==> src/rtl/wbm.sv <==
// Write-back stage: buffers execute results in a small FIFO, retires one per
// cycle into the register-file write port, and tracks pending destinations.
module wbm #(
  parameter int DEPTH = 2
) (
  input  logic        clk_i,
  input  logic        rst_i,
  output logic        input_ready_o,
  input  logic        input_valid_i,
  input  logic        result_write_i,
  input  logic [4:0]  result_addr_i,
  input  logic [31:0] result_i,
  input  logic        halt_i,
  output logic        reg_write_o,
  output logic [4:0]  reg_waddr_o,
  output logic [31:0] reg_wdata_o,
  output logic [31:0] busy_mask_o,
  output logic [63:0] instret_o
);
  localparam int AW = $clog2(DEPTH);

  typedef struct packed {
    logic        wr;
    logic [4:0]  addr;
    logic [31:0] data;
  } entry_t;

  entry_t [DEPTH-1:0] mem_q, mem_d;
  logic [AW-1:0]      rptr_q, rptr_d, wptr_q, wptr_d;
  logic [AW:0]        cnt_q, cnt_d;
  logic               reg_write_q, reg_write_d;
  logic [4:0]         reg_waddr_q, reg_waddr_d;
  logic [31:0]        reg_wdata_q, reg_wdata_d;
  logic [63:0]        instret_q, instret_d;
  logic               push, pop;
  entry_t             head;
  logic [31:0]        busy;
  logic [AW-1:0]      off;

  // Ready comes from the registered count only, so a same-cycle pop never
  // frees a slot for the incoming result.
  assign input_ready_o = (cnt_q != (AW+1)'(DEPTH));

  always_comb begin
    push        = input_valid_i && input_ready_o;
    pop         = (cnt_q != '0) && !halt_i;
    head        = mem_q[rptr_q];
    mem_d       = mem_q;
    wptr_d      = wptr_q;
    rptr_d      = rptr_q;
    cnt_d       = cnt_q;
    reg_write_d = 1'b0;
    reg_waddr_d = reg_waddr_q;
    reg_wdata_d = reg_wdata_q;
    instret_d   = instret_q;
    if (push) begin
      mem_d[wptr_q] = '{wr: result_write_i, addr: result_addr_i, data: result_i};
      wptr_d        = wptr_q + 1'b1;
    end
    if (pop) begin
      rptr_d      = rptr_q + 1'b1;
      reg_write_d = head.wr && (head.addr != 5'd0);
      reg_waddr_d = head.addr;
      reg_wdata_d = head.data;
      instret_d   = instret_q + 64'd1;
    end
    case ({push, pop})
      2'b10:   cnt_d = cnt_q + 1'b1;
      2'b01:   cnt_d = cnt_q - 1'b1;
      default: cnt_d = cnt_q;
    endcase
  end

  always_ff @(posedge clk_i or negedge rst_i) begin
    if (!rst_i) begin
      mem_q       <= '0;
      rptr_q      <= '0;
      wptr_q      <= '0;
      cnt_q       <= '0;
      reg_write_q <= 1'b0;
      reg_waddr_q <= '0;
      reg_wdata_q <= '0;
      instret_q   <= '0;
    end else begin
      mem_q       <= mem_d;
      rptr_q      <= rptr_d;
      wptr_q      <= wptr_d;
      cnt_q       <= cnt_d;
      reg_write_q <= reg_write_d;
      reg_waddr_q <= reg_waddr_d;
      reg_wdata_q <= reg_wdata_d;
      instret_q   <= instret_d;
    end
  end

  // An entry is live when its distance from the read pointer is below count.
  always_comb begin
    busy = '0;
    off  = '0;
    for (int i = 0; i < DEPTH; i++) begin
      off = AW'(i) - rptr_q;
      if (({1'b0, off} < cnt_q) && mem_q[i].wr)
        busy = busy | (32'd1 << mem_q[i].addr);
    end
    if (reg_write_q)
      busy = busy | (32'd1 << reg_waddr_q);
    busy[0] = 1'b0;
  end

  assign busy_mask_o = busy;
  assign reg_write_o = reg_write_q;
  assign reg_waddr_o = reg_waddr_q;
  assign reg_wdata_o = reg_wdata_q;
  assign instret_o   = instret_q;
endmodule

==> config.mk <==
export PLATFORM = sky130hd
export DESIGN_NAME = wbm
export DESIGN_NICKNAME = d
export VERILOG_FILES = /design/src/rtl/wbm.sv
export SDC_FILE = /design/constraint.sdc
export NUM_CORES = 1
export LEC_CHECK = 0
export CAP_MARGIN = 0
export CORE_ASPECT_RATIO = 2
export CORE_MARGIN = 1.5
export CORE_UTILIZATION = 38
export DETAILED_ROUTE_END_ITERATION = 8
export PLACE_DENSITY_LB_ADDON = 0.05
export SLEW_MARGIN = 20
export SYNTH_ARGS = -nofsm -noshare
export SYNTH_HDL_FRONTEND = slang
export SYNTH_SLANG_ARGS = --single-unit
==> constraint.sdc <==
create_clock -name clk_i -period 4.93 [get_ports clk_i]
set_clock_uncertainty 0.2 [all_clocks]
set_input_delay 0.986 -clock clk_i [delete_from_list [all_inputs] [get_ports clk_i]]
set_output_delay 0.986 -clock clk_i [all_outputs]
set_load 0.02 [all_outputs]
==> results.tsv <==
metric	value	unit
fin_crit	3.99	ns
dp.cells	1191	
vdd_drop_max	0.374	mV
end_kind	output port	
fin_tns_setup	0	ns
post-cts-setup-buffers	0	
synth_top_family_by_area	simple AND/OR/NAND/NOR gates	
ios	177	
seqPwrFrac	41.0	%
final_common_cell	dfrtp_1	
htreeDepth	4	
holdWs	0.237	ns
syn_area	8630	um^2
synth_xor_area_share	6.90	%
cts_buffers	17	
clkPwrFrac	21.4	%
cts-resized-gates	0	
synth-compound-area-share	6.09	%
drtPass1Iterations	4	
globalRouteTotalUtil	21.0	%
syn_area_per_cell	11.1	um^2
fp.dieW	110	um
drive_gt1_share	13.9	%
fin_crit_sh	81.0	%
p_int	0.00379	W
total_power	0.00602	W
initial_utilization	38.9	%
cts_hold_buf	0	
grt_overflow	0	
yosysUniqueCellTypes	46	
synth_largest_area_cell	dfrtp_1	
crit_type	flop to output port	
yosys-top-cells-area	dfrtp_1, mux2_2, mux2i_1	
synth_top_flop_cell	dfrtp_1	
cts-root-buf	clkbuf_16	
post-dp-hpwl	17.2	mm
hold_viol_final	0	
synth-seq-cells	182	
maxCapViolations	0	
wl_per_cell	19.4	um
nNetsFinal	979	
final_cell_mix	dfrtp_1, clkdlybuf4s50_1, nand2_1	
syn_inst	778	
drc	0	
p_per_area	538	nW/um^2
area_growth	29.7	%
worstPathArrival	2.81	ns
cp_data_required_time	3.74	ns
critPathLaunchType	flop	
synthDominantCellAreaShare	52.8	%
pwr-share-comb	37.5	%
rows	77	
p_sw_share	37.1	%
crit_fanout	7	
clock_path_buffers	2	
ys_warn_count	0	
vias	6595	
tritoncts	yes	
max_slew_margin	45.4	%
routed_wl	23.8	mm
synth_simple_gate_area_share	17.1	%
p_leak	4.78	nW
synth_mux_area_share	14.1	%
clk_latency	0.45	ns
antenna_found_initial	0	
worstReg2RegStart	cnt_q[0]$_DFFE_PN0P_	
hold_path_class	input port to asynchronous set/reset pin	
dieArea	23700	um^2
routabilityCongestion	0.920	
clk_pin_slew	0.07	ns
antenna_cells	0	
synth-edff-count	0	
grt_pass1_wl	37.4	mm
core_region_area	22200	um^2
rrSetupSlack	2.34	ns
slew_viol_final	0	
grt_pass1_vias	6977	
cp-startpoint	cnt_q[0]$_DFFE_PN0P_	
dr.first_iter.drc_count	286	
synth_fp_nets	822	
setup_viol	0	
synth-adder-area-share	0.290	%
netSwitchingPower	0.00223	W
die_h	216	um
fmax	250	MHz
status	complete, no violations	
tightest_slew	0.812	ns
rsz0062_at_grt	false	
portBuffers	175	
async_flop_share	100	%
cts.sinks	182	
grt_max_degree	126	
yosysSeqAreaShare	52.8	%
instances_no_fill	1224	
ant_nets	0	
viasPerCell	5.39	
[synth_stat cells (20+ instances only)]
cell,n
o21ai_0,42
xor2_1,37
nand4_1,20
nor2_1,31
mux2i_1,37
clkbuf_1,28
dfrtp_1,182
nor3_1,31
xnor2_1,31
nand3_1,30
nand2_1,96
mux2_2,75
[area by class of cell]
cell class / instances / area (um^2)
timing repair buffer: 180 / 1830
tap: 276 / 345
multi-input combinational: 542 / 3860
sequential: 182 / 4560
inverter: 12 / 45.0
clock buffer: 21 / 460
clock inverter: 11 / 95.1
fill: 2031 / 11000
[sequential cells by signal (all words and copies together), names as in the netlist]
register and cells:
reg_wdata_o 32, wptr_q 1, reg_write_o 1, mem_q 76, reg_waddr_o 5, rptr_q 1
instret_o 64, cnt_q 2
[per-stage QoR]
stage	setup WS [ns]	util, %	area (um^2)
global placement	1.46	47.8	10600
detailed placement	1.42	47.9	10600
floorplan	2.13	-	8630
finish	0.937	50.5	11200
global route	0.735	50.5	11200
CTS	0.903	50.4	11200
[critical path, stage by stage (launching register included)]
cell	delay, ns
dfrtp_1	0.49
a21o_1	0.19
nand3b_1	0.27
nor3b_1	0.53
nand3_1	0.14
o221ai_1	0.10
clkdlybuf4s50_1	0.64
[final timing paths]
check,to,depth (start not counted)
max,busy_mask_o[21],6
min,instret_o[13]$_DFFE_PN0P_,1
max reg2reg,mem_q[5]$_DFFE_PN0P_,5
min reg2reg,reg_wdata_o[5]$_DFFE_PN0P_,2
max in group asynchronous,mem_q[6]$_DFFE_PN0P_,2
min in group clk_i,reg_wdata_o[5]$_DFFE_PN0P_,2
[metal layers]
layer  share of wire, %  GRT usage, %
met4                3.6          10.3
met1                 36          20.6
met3                4.7          6.23
met2                 56          38.7
met5                  0             0
[power groups by stage]
stage / clock [W] / combinational [W] / sequential (W)
floorplan: 0 / 0.00134 / 0.00250
global placement: 0 / 0.00226 / 0.00246
detailed placement: 0 / 0.00229 / 0.00250
CTS: 0.00134 / 0.00230 / 0.00247
global route: 0.00140 / 0.00244 / 0.00255
finish: 0.00129 / 0.00226 / 0.00247
[cell families after synthesis]
logic type,count (synthesis)
other cells,1
compound gates,78
mux,112
buf+inv,54
flops,182
simple gates,281
fa+ha+maj,2
xor+xnor,68
No activity file was read; power rests on OpenSTA's default activity.
